`src/rtl/adis_read_seq.sv`:
```
// rtl/adis_read_seq.sv - ADIS accelerometer burst reader: five pipelined SPI frames, stall spacing, timeout.
// Frame N returns the word requested by frame N-1, so frame 0 is a discarded primer and frame 4 a flush.
module adis_read_seq #(
  parameter int STALL_CYCLES   = 384,
  parameter int TIMEOUT_CYCLES = 4096
) (
  input  logic        clk,
  input  logic        rst,
  input  logic        start,
  output logic        spi_req,
  output logic        spi_wr_en,
  output logic [15:0] spi_data_tx,
  input  logic [15:0] spi_data_rx,
  input  logic        spi_done,
  output logic        busy,
  output logic [15:0] supply,
  output logic [15:0] xaccl,
  output logic [15:0] yaccl,
  output logic [15:0] temp,
  output logic        valid,
  output logic        err
);

  localparam int SW = (STALL_CYCLES > 1) ? $clog2(STALL_CYCLES) : 1;
  localparam int TW = (TIMEOUT_CYCLES > 1) ? $clog2(TIMEOUT_CYCLES) : 1;
  localparam logic [SW-1:0] STALL_LAST = (STALL_CYCLES > 1) ? SW'(STALL_CYCLES - 1) : '0;
  // Outputs are registered, so err becomes visible one clock after the last WAIT cycle.
  localparam logic [TW-1:0] TO_LAST = (TIMEOUT_CYCLES > 2) ? TW'(TIMEOUT_CYCLES - 2) : '0;

  typedef enum logic [2:0] {
    S_IDLE,
    S_REQ,
    S_WAIT,
    S_STALL,
    S_FINISH
  } state_t;

  state_t          state_q, state_d;
  logic [2:0]      idx_q, idx_d;
  logic [SW-1:0]   stall_cnt_q, stall_cnt_d;
  logic [TW-1:0]   to_cnt_q, to_cnt_d;
  logic [15:0]     tx_q, tx_d;
  logic            req_q, req_d;
  logic            busy_q, busy_d;
  logic            valid_q, valid_d;
  logic            err_q, err_d;
  logic [15:0]     sh_supply_q, sh_supply_d;
  logic [15:0]     sh_xaccl_q, sh_xaccl_d;
  logic [15:0]     sh_yaccl_q, sh_yaccl_d;
  logic [15:0]     sh_temp_q, sh_temp_d;
  logic [15:0]     supply_q, supply_d;
  logic [15:0]     xaccl_q, xaccl_d;
  logic [15:0]     yaccl_q, yaccl_d;
  logic [15:0]     temp_q, temp_d;

  function automatic logic [15:0] cmd_word(input logic [2:0] idx);
    logic [6:0] addr;
    case (idx)
      3'd1:    addr = 7'h04;
      3'd2:    addr = 7'h06;
      3'd3:    addr = 7'h0A;
      default: addr = 7'h02;
    endcase
    return {1'b0, addr, 8'h00};
  endfunction

  always_comb begin
    state_d     = state_q;
    idx_d       = idx_q;
    stall_cnt_d = stall_cnt_q;
    to_cnt_d    = to_cnt_q;
    sh_supply_d = sh_supply_q;
    sh_xaccl_d  = sh_xaccl_q;
    sh_yaccl_d  = sh_yaccl_q;
    sh_temp_d   = sh_temp_q;
    supply_d    = supply_q;
    xaccl_d     = xaccl_q;
    yaccl_d     = yaccl_q;
    temp_d      = temp_q;
    valid_d     = 1'b0;
    err_d       = 1'b0;

    case (state_q)
      S_IDLE: begin
        if (start) begin
          state_d = S_REQ;
          idx_d   = 3'd0;
        end
      end
      S_REQ: begin
        to_cnt_d = '0;
        state_d  = S_WAIT;
      end
      S_WAIT: begin
        if (spi_done) begin
          case (idx_q)
            3'd1:    sh_supply_d = spi_data_rx;
            3'd2:    sh_xaccl_d  = spi_data_rx;
            3'd3:    sh_yaccl_d  = spi_data_rx;
            3'd4:    sh_temp_d   = spi_data_rx;
            default: ;
          endcase
          if (idx_q == 3'd4) begin
            state_d = S_FINISH;
          end else begin
            idx_d       = idx_q + 3'd1;
            stall_cnt_d = '0;
            state_d     = (STALL_CYCLES > 0) ? S_STALL : S_REQ;
          end
        end else if (to_cnt_q == TO_LAST) begin
          err_d   = 1'b1;
          state_d = S_IDLE;
        end else begin
          to_cnt_d = to_cnt_q + 1'b1;
        end
      end
      S_STALL: begin
        if (stall_cnt_q == STALL_LAST) begin
          state_d = S_REQ;
        end else begin
          stall_cnt_d = stall_cnt_q + 1'b1;
        end
      end
      S_FINISH: begin
        supply_d = sh_supply_q;
        xaccl_d  = sh_xaccl_q;
        yaccl_d  = sh_yaccl_q;
        temp_d   = sh_temp_q;
        valid_d  = 1'b1;
        state_d  = S_IDLE;
      end
      default: state_d = S_IDLE;
    endcase

    req_d  = (state_d == S_REQ);
    tx_d   = req_d ? cmd_word(idx_d) : tx_q;
    busy_d = (state_d != S_IDLE);
  end

  always_ff @(posedge clk or posedge rst) begin
    if (rst) begin
      state_q     <= S_IDLE;
      idx_q       <= '0;
      stall_cnt_q <= '0;
      to_cnt_q    <= '0;
      tx_q        <= '0;
      req_q       <= 1'b0;
      busy_q      <= 1'b0;
      valid_q     <= 1'b0;
      err_q       <= 1'b0;
      sh_supply_q <= '0;
      sh_xaccl_q  <= '0;
      sh_yaccl_q  <= '0;
      sh_temp_q   <= '0;
      supply_q    <= '0;
      xaccl_q     <= '0;
      yaccl_q     <= '0;
      temp_q      <= '0;
    end else begin
      state_q     <= state_d;
      idx_q       <= idx_d;
      stall_cnt_q <= stall_cnt_d;
      to_cnt_q    <= to_cnt_d;
      tx_q        <= tx_d;
      req_q       <= req_d;
      busy_q      <= busy_d;
      valid_q     <= valid_d;
      err_q       <= err_d;
      sh_supply_q <= sh_supply_d;
      sh_xaccl_q  <= sh_xaccl_d;
      sh_yaccl_q  <= sh_yaccl_d;
      sh_temp_q   <= sh_temp_d;
      supply_q    <= supply_d;
      xaccl_q     <= xaccl_d;
      yaccl_q     <= yaccl_d;
      temp_q      <= temp_d;
    end
  end

  assign spi_req     = req_q;
  assign spi_wr_en   = 1'b0;
  assign spi_data_tx = tx_q;
  assign busy        = busy_q;
  assign valid       = valid_q;
  assign err         = err_q;
  assign supply      = supply_q;
  assign xaccl       = xaccl_q;
  assign yaccl       = yaccl_q;
  assign temp        = temp_q;

endmodule
```
`config.mk`:
```
export PLATFORM = sky130hd
export DESIGN_NAME = adis_read_seq
export DESIGN_NICKNAME = d
export VERILOG_FILES = /design/src/rtl/adis_read_seq.sv
export SDC_FILE = /design/constraint.sdc
export NUM_CORES = 1
export LEC_CHECK = 0
export ABC_AREA = 1
export ABC_CLOCK_PERIOD_IN_PS = 6200
export CAP_MARGIN = 20
export CORE_MARGIN = 2
export CORE_UTILIZATION = 50
export CTS_BUF_LIST = sky130_fd_sc_hd__clkbuf_8
export CTS_CLUSTER_DIAMETER = 30
export DETAILED_ROUTE_END_ITERATION = 10
export PLACE_DENSITY = 0.74
export RECOVER_POWER = 25
export SLEW_MARGIN = 20
export SYNTH_ARGS = -nofsm -noshare
export SYNTH_HDL_FRONTEND = slang
export SYNTH_SLANG_ARGS = --single-unit
```
`constraint.sdc`:
```
create_clock -name clk -period 6.2 [get_ports clk]
set_input_delay 1.55 -clock clk [delete_from_list [all_inputs] [get_ports clk]]
set_output_delay 1.55 -clock clk [all_outputs]
set_load 0.005 [all_outputs]
```
### Yosys cells after proc, flatten, opt, wreduce, memory -nomap -nowiden

Cells that the tools add are included.

* mux-type cells: 22
* reduce and logical (&&, ||, !) cells: 10
* equality and inequality tests: 19
* add/subtract/negate cells: 3

Operator list (count)
* $mux 9: 3
* $mux 12: 2
* $mux 3: 8
* $pmux 12 s2: 1
* $eq 3x2->1 const B: 6
* $pmux 9 s2: 1
* $reduce_and 3->1: 5
* $add 12x1->12 const B: 1
* $eq 12x12->1 const B: 1
* $eq 3x1->1 const B: 4
* $pmux 3 s4: 1
* $pmux 4 s3: 1
* $ne 2x2->1 const B: 5
* $add 9x1->9 const B: 1
* $eq 9x9->1 const B: 1
* $eq 3x3->1 const B: 2
* $pmux 3 s2: 1
* $mux 1: 4
* $reduce_and 4->1: 1
* $reduce_bool 2->1: 2
* $add 3x1->3 const B: 1
* $logic_not 3->1: 1
* $reduce_bool 3->1: 1

* logic and storage cells: 71
* input bits: 20
* output and inout bits: 85
* flip-flop bits (word level): 166

### Longest topological paths before layout

* word-level depth: 6
* gate-level depth with buffers: 12
* mapped depth without buffers: 12

### Worst setup path after synthesis

No wires, ideal clock.

* kind: input to register
* from: input spi_done
* to: register stall_cnt_q[7]
* required time: 6.121 ns
* stages: 6
* buffers on the path: 1
* arrival: 2.312 ns
* slack: 3.809 ns
* library setup time: 0.079 ns
* path through: inv_1 a21oi_1 nand2_1 nand2_1 buf_4 mux2i_1

* cells in the longest elaborated chain, start to end: 2

RTL lines
* start, declared: line 14 `input logic spi_done,`
* $ne 2x2->1 (no source line)
* $reduce_and 4->1 (no source line)
* end signal, assigned: line 162 `stall_cnt_q <= stall_cnt_d;`
* end, declared: line 40 `logic [SW-1:0] stall_cnt_q, stall_cnt_d;`

No other way between the ends.
A chain may end at the register's enable or synchronous reset.

### Worst setup path after layout

* from: input spi_done
* to: register sh_xaccl_q[13]

* cells in the longest elaborated chain, start to end: 1

RTL lines
* $reduce_and 3->1 (no source line)
* end signal, assigned: line 170 `sh_xaccl_q <= sh_xaccl_d;`
* end, declared: line 48 `logic [15:0] sh_xaccl_q, sh_xaccl_d;`

No other way between the ends.

==> flow_summary.json <==
{
  "critPathBufInv": 2,
  "status": "finished, final reports clean",
  "clockBufferDepth": 2,
  "yosys_warnings": 0,
  "crit_path_end_kind": "register",
  "start_util": 0.5147,
  "detail-route-antenna-nets": 0,
  "fp-row-count": 42,
  "period_share": 0.5247,
  "postCtsHoldBufs": 0,
  "cp_top_family": "simple AND/OR/NAND/NOR gates",
  "diodes": 0,
  "drtPass1Iterations": 5,
  "slowest_delay_ps": 760,
  "syn_inst": 726,
  "grt_max_degree": 114,
  "fin_tns_setup_ps": 0,
  "register_area_um2": 4054,
  "final_cell_mix": "nand2_1 (217), dfrtp_1 (162), o21ai_0 (110)",
  "drcViolationCount": 0,
  "powerDensity_nw_per_um2": 232.5,
  "fp.coreArea_um2": 13300,
  "place_worst_setup_slack_ps": 2588,
  "insertion_delay_ps": 450,
  "clkTransAtPathRegs_ps": 80,
  "post-route-min-period_ps": 3253,
  "synth_cell_types": 33,
  "setup_viol": 0,
  "vias_per_cell": 4.957,
  "die-area_um2": 14640,
  "synth-seq-cells": 162,
  "drt-wirelength-per-cell_um": 14.38,
  "syn_avg_cell_area_um2": 9.425,
  "multi_input_area_um2": 2301,
  "drtIter0Drc": 309,
  "layout_setup_ws_ps": 2947,
  "ir_worst_vdd_uv": 125.2,
  "grt.overflow.total": 0,
  "final.setup_skew_ps": 8.555,
  "slew_viol_final": 0,
  "finalHoldViolCount": 0,
  "clockRootBuffer": "clkbuf_8",
  "required_ps": 6480,
  "cts_buffers": 17,
  "fmaxAchievable_mhz": 307.4,
  "finalNetCount": 838,
  "vias": 4947,
  "crit_fanout": 32,
  "cts_resized": 0,
  "drive_above_1_share": 0.07664,
  "min_path_type": "reg -> reg",
  "cts_htree_levels": 4,
  "grt.total_usage": 0.2118,
  "maxCapViolations": 0,
  "cts_tree": "yes",
  "n_fill_cell": 1128,
  "cts_sinks": 162,
  "synth_area_um2": 6843,
  "hpwl_um": 9992,
  "io_buffer_count": 90,
  "die_y_um": 121.0,
  "rsz0062_at_grt": "false",
  "post-route-util": 0.6175,
  "cp.arrival_ps": 3530,
  "crit_slowest_cell": "nor2_2",
  "place_congestion": 0.8808,
  "worstMarginPinSlew_ps": 1016,
  "grt_pass1_wl_um": 23810,
  "grt_pass1_vias": 4871,
  "start_kind": "input port",
  "postCtsSetupBuffers": 0,
  "crit_type": "in -> reg",
  "layout_commonest_cell": "nand2_1",
  "dieWidth_um": 121.0,
  "cp_cell_sequence": "dlygate4sd3_1, nand2_4, inv_4, nand2_1, nor2_2, o21ai_0",
  "relSlewSlack": 0.3218,
  "ys_seq_area_frac": 0.5924,
  "antenna_found_initial": 0,
  "power.leakage_nw": 4.029,
  "area_growth_pct": 19.99,
  "wl_um": 14350,
  "io_pins": 105
}
[cells in the mapped netlist]
master	count	share of area
conb_1	1	0.00055
buf_6	2	0.0033
ha_1	8	0.015
inv_1	72	0.039
nor3_1	5	0.0037
nor2_2	4	0.0037
xnor2_1	3	0.0038
nor3_2	1	0.0015
nand4_1	5	0.0046
nor4_1	1	0.00091
clkinv_4	1	0.0013
nand3_2	1	0.0015
mux2i_1	1	0.0015
inv_2	2	0.0011
mux2_2	6	0.0099
clkinv_1	1	0.00055
a31oi_1	1	0.00091
nand2_4	3	0.0049
xor2_1	9	0.012
clkbuf_1	8	0.0044
nor2_4	2	0.0033
o22ai_1	2	0.0018
nor2_1	27	0.015
nand2_1	218	0.12
o21bai_1	2	0.0022
buf_4	20	0.022
dfrtp_1	162	0.59
buf_2	10	0.0073
mux2_4	10	0.022
o21ai_0	110	0.080
nand3_1	21	0.015
inv_4	1	0.00091
a21oi_1	6	0.0044
[cells by family (layout without fill, tap and decap cells)]
group	count (synthesis)	after routing	synth area share
adders and majority gates	8	8	0.01463
xor gates and xnor gates	12	12	0.01536
buffers and inverters	117	200	0.08027
DFF	162	162	0.5924
other	1	14	0.0005480
and+or+nand+nor	288	288	0.1737
muxes	17	17	0.03328
AOI/OAI and AO/OA	121	121	0.08978
[stage by stage]
stage | cells | power (mW) | hold WS, ps | cell area (um^2)
finish | 998 | 1.909 | 478.9 | 8210
global route | 998 | 1.976 | 495.2 | 8210
CTS | 998 | 1.925 | 478.0 | 8205
detailed placement | 967 | 1.124 | 459.0 | 7787
global placement | 967 | 1.123 | 456.0 | 7787
floorplan | 739 | 1.101 | 436.4 | 6892
[layer usage]
metal | global-route usage | vias to the layer above | share of wire
met1 | 0.2794 | 2372 | 0.45
met5 | 0 | - | 0
met3 | 0.04652 | 25 | 0.048
li1 | - | 2423 | -
met2 | 0.3416 | 127 | 0.48
met4 | 0.08503 | 0 | 0.023
[flip-flops by register name, indices dropped and copies added (netlist names)]
| signal | cells |
|---|---|
| yaccl | 16 |
| state_q | 3 |
| to_cnt_q | 12 |
| sh_yaccl_q | 16 |
| temp | 16 |
| spi_req | 1 |
| idx_q | 3 |
| err | 1 |
| busy | 1 |
| sh_supply_q | 16 |
| xaccl | 16 |
| sh_xaccl_q | 16 |
| supply | 16 |
| spi_data_tx | 3 |
| sh_temp_q | 16 |
| stall_cnt_q | 9 |
| valid | 1 |
[layout make-up]
| class | instances | share of cell area |
|---|---|---|
| clock buffers | 18 | 0.03017 |
| inverters | 77 | 0.03673 |
| multi-input cells | 460 | 0.2803 |
| repair buffers | 92 | 0.1116 |
| clock inverters | 13 | 0.02073 |
| well taps | 176 | 0.02682 |
| flip-flops and latches | 162 | 0.4938 |
[where the power goes]
group	internal, mW	total [mW]	switching [mW]
Clock	0.441	0.807	0.367
Sequential	1.06	1.06	0
Combinational	0.0118	0.0459	0.0340
[worst paths after layout]
kind                           startpoint              to  slack (ps)  depth (start not counted)
setup reg to reg               state_q[1]       yaccl[12]        3620                          5
setup / recovery                 spi_done  sh_xaccl_q[13]        2950                          6
hold / removal             sh_yaccl_q[11]       yaccl[11]         480                          2
min in group asynchronous             rst  sh_yaccl_q[15]        1750                          2
max in group asynchronous             rst        yaccl[2]        3410                          3
hold reg to reg            sh_yaccl_q[11]       yaccl[11]         480                          2
[tightest hold or removal path: stages, from the launching register on]
cell and delay, ps:
dfrtp_1 350, nand2_1 60, nand2_1 50
No activity file was read; power rests on OpenSTA's default activity.
==> RTL change 1: new RTL, config.mk and constraints unchanged <==
Set the parameter `TIMEOUT_CYCLES` to 16384 (it was 4096).
--- a/src/rtl/adis_read_seq.sv
+++ b/src/rtl/adis_read_seq.sv
@@ -3,5 +3,5 @@
 module adis_read_seq #(
   parameter int STALL_CYCLES   = 384,
-  parameter int TIMEOUT_CYCLES = 4096
+  parameter int TIMEOUT_CYCLES = 16384
 ) (
   input  logic        clk,
Behaviour: no difference found for any inputs over 10 cycles, from zero or initial values and one cycle with rst high; that may be too few to reach the edited logic, so the function may still have changed.
==> RTL change 1 against the unedited design <==
- setup slack lost 0.10 ns
- non-clock buffer count is the same
- design area grew 1.4%
- sequential cell count grew 2
- synthesized area grew 2.9%
- total power shrank 4.0%
- wire length grew 1.1%
- final cell count grew 2.8%
- critical path type unchanged
==> RTL change 1: results (changes against the unedited design) <==
[setup_path]
arrival_ns = 3.66  ; +0.13 ns
r2r-end = yaccl[5]
setup.worst_path.end = sh_supply_q[7]

[place]
dpl_cell_area_mm2 = 0.00796  ; +2.2%
dp_cells = 994  ; +2.8%
place_congestion = 0.858  ; -2.5%
post-place-ws_ns = 2.43  ; -0.155 ns

[global_routing]
met1_usage = 0.290  ; +0.0105
grt_pass1_vias = 4784  ; -1.8%
gr-usage-met2 = 0.326  ; -0.0159
gr-usage-met3 = 0.0544  ; +0.00785

[yosys]
seq_area_frac_synth = 0.583  ; -0.00942
synth_compound_area_frac = 0.0891  ; -0.000728
synth.area.top_cells = dfrtp_1 58%, nand2_1 12%, o21ai_0 7.6%
muxShareOfSynthArea = 0.0309  ; -0.00235
synthTopCellsByCount = 222 x nand2_1, 164 x dfrtp_1, 107 x o21ai_0, 75 x inv_1, 30 x nand3_1
synth_xor_area_frac = 0.0149  ; -0.000429
yosysUniqueCellTypes = 36  ; +9.1%

[timing]
fmax_mhz = 298  ; -3.0%
max_slew.worst_pin.slew_ns = 1.01  ; -0.00295 ns
fin_worst_skew_ns = 0.0125  ; +0.00390 ns

[routing]
dr_wl_met3_um = 760  ; +10%
routed_via_density = 4.95  ; -0.15%
wl_per_cell_um = 14.1  ; -1.6%
wl_met1_um = 6710  ; +4.2%
wl_met2_um = 6790  ; -1.5%

[min_path]
min_from = sh_yaccl_q[12]

[power]
leakage_nw = 4.11  ; +2.0%
ir_drop_v = 0.000152  ; +21%

[finish]
finalNonFillerCells = 1026  ; +2.8%
final_layout_size_suffix_gt1_frac = 0.0827  ; +0.00610

[status]
outcome = complete, no violations

## RTL change 1: cell type report
type                       count  share of cell area
tap                          180              0.0271
sequential                   164               0.493
clock buffer                  21              0.0347
inverter                      80              0.0367
multi-input combinational    478               0.289
clock inverter                11             0.00917
timing repair buffer          92               0.110
## RTL change 1: logic make-up after synthesis
kind of cell	count (synthesis)
AO/OA/AOI/OAI	122
XOR/XNOR	12
adder cells (fa/ha/maj)	8
buffers and inverters	123
flip-flops	164
multiplexers	16
other	1
AND/OR/NAND/NOR	306
## RTL change 1: through the flow
step	power [mW]	util	hold slack, ns
5_1_grt	1.90	0.602	0.492
6_report	1.83	0.602	0.474
3_5_place_dp	1.14	0.576	0.460
3_3_place_gp	1.14	0.576	0.451
4_1_cts	1.85	0.602	0.480
2_1_floorplan	1.12	-	0.436
## RTL change 1: power by group
part	internal [mW]	leakage, nW	total (mW)	switching, mW
clock network	0.322	0.197	0.718	0.397
logic	0.0119	1.92	0.0462	0.0343
registers	1.07	1.99	1.07	0
==> RTL change 2: new RTL, same flow settings <==
Made on the original files. Reset style: synchronous (`rst`), changed in one clocked block.
--- a/src/rtl/adis_read_seq.sv
+++ b/src/rtl/adis_read_seq.sv
@@ -138,5 +138,5 @@
   end
 
-  always_ff @(posedge clk or posedge rst) begin
+  always_ff @(posedge clk) begin
     if (rst) begin
       state_q     <= S_IDLE;
Behaviour: differs if rst is asserted again (counterexample within 4 cycles, from zero or initial values and one cycle with rst high); with rst held inactive, the same outputs for 10 cycles.
==> RTL change 2 against the unedited design <==
- sequential cell count did not move
- synthesized area is 6.4% lower
- design area decreased by 7.0%
- wire length rose by 2.8%
- count of clock-buffer cells in the layout increased by 4
- setup slack lost 0.99 ns
- worst hold slack worse by 0.025 ns
- highest routed layer unchanged
Power is not compared: it rests on default switching activity, and its combinational part moved more than twofold at a synthesized area within 25%.
==> RTL change 2: results (changes against the unedited design) <==
[status]
outcome = complete, no violations

[finish]
finalNonFillerCells = 1092  ; +9.4%
final_layout_size_suffix_gt1_frac = 0.0587  ; -0.0179

[global_routing]
grt_max_degree = 80  ; -30%
grt_pass1_wl_um = 23400  ; -1.7%
grt_pass1_vias = 4745  ; -2.6%
groute.usage.overall = 0.222  ; +0.0101

[place]
place_congestion = 0.869  ; -1.3%
dpl_cell_area_mm2 = 0.00729  ; -6.4%
dp_hpwl_um = 9790  ; -2.0%

[yosys]
yosysUniqueCellTypes = 35  ; +6.1%
ys_async_sr_fraction = 0  ; -1.00
seq_area_frac_synth = 0.506  ; -0.0861
synth.area.top_cells = dfxtp_1 51%, nor2_1 14%, o21ai_0 10%
netlist_instances = 838  ; +15%
synthAdderAreaFrac = 0.0156  ; +0.00100
muxShareOfSynthArea = 0  ; -0.0333
synthTopCellsByCount = 238 x nor2_1, 162 x dfxtp_1, 128 x o21ai_0, 77 x nand2_1, 51 x a21oi_1
synth_compound_area_frac = 0.152  ; +0.0620

[timing]
fin_worst_skew_ns = 0.0132  ; +0.00460 ns
whs_ns = 0.454  ; -0.0248 ns
max_slew_margin = 0.0635  ; -0.258

[setup_path]
r2r_setup_slack_ns = 3.46  ; -0.16 ns
cp_max_fo = 56  ; +75%

[routing]
routed_via_density = 5.05  ; +1.8%
drt_iter0_drc = 495  ; +60%

-- RTL change 2: cell types whose count changed in the layout (fill, tap and decap cells not counted), sizes merged, moves of 23 or more --
cell	delta
dfrtp	-162
dfxtp	+162
o21ai	+27
nor2	+208
inv	-23
nand2	-140
a21oi	+46
-- RTL change 2: where the power goes --
| part | leakage, nW | internal [mW] | switching (mW) |
|---|---|---|---|
| clock network | 0.199 | 0.334 | 0.387 |
| registers | 1.31 | 1.05 | 0.00686 |
| logic | 1.57 | 0.0370 | 0.0693 |
| total | 3.07 | 1.42 | 0.463 |
-- RTL change 2: critical path: stages --
cell           delay (ns)
dlygate4sd3_1        0.52
clkbuf_1             0.78
inv_1                0.96
buf_4                0.52
o21ai_0              0.15
nor2_1               0.07
-- RTL change 2: layout make-up --
type / count / area [µm²]
Sequential cell: 162 / 3240
Fill cell: 1143 / 4930
Timing Repair Buffer: 94 / 927
Clock buffer: 22 / 303
Clock inverter: 10 / 72.6
Inverter: 51 / 196
Tap cell: 172 / 215
Multi-Input combinational cell: 581 / 2680
-- RTL change 2: per-layer routing --
metal,wire (µm),GRT usage
met5,0,0
met2,6790,0.343
met3,916,0.0546
met1,6730,0.302
met4,304,0.0839
-- RTL change 2: metrics by stage --
| stage | setup slack (ns) | util |
|---|---|---|
| finish | 1.96 | 0.607 |
| global placement | 2.63 | 0.580 |
| CTS | 3.09 | 0.610 |
| global route | 1.49 | 0.607 |
| detailed placement | 2.60 | 0.580 |
| floorplan | 3.75 | - |
-- RTL change 2: final timing paths --
| check | startpoint | endpoint | cells past startpoint |
|---|---|---|---|
| max | rst | sh_temp_q[7] | 6 |
| min | sh_yaccl_q[5] | yaccl[5] | 2 |
| max reg2reg | to_cnt_q[0] | to_cnt_q[4] | 10 |
| min reg2reg | sh_yaccl_q[5] | yaccl[5] | 2 |
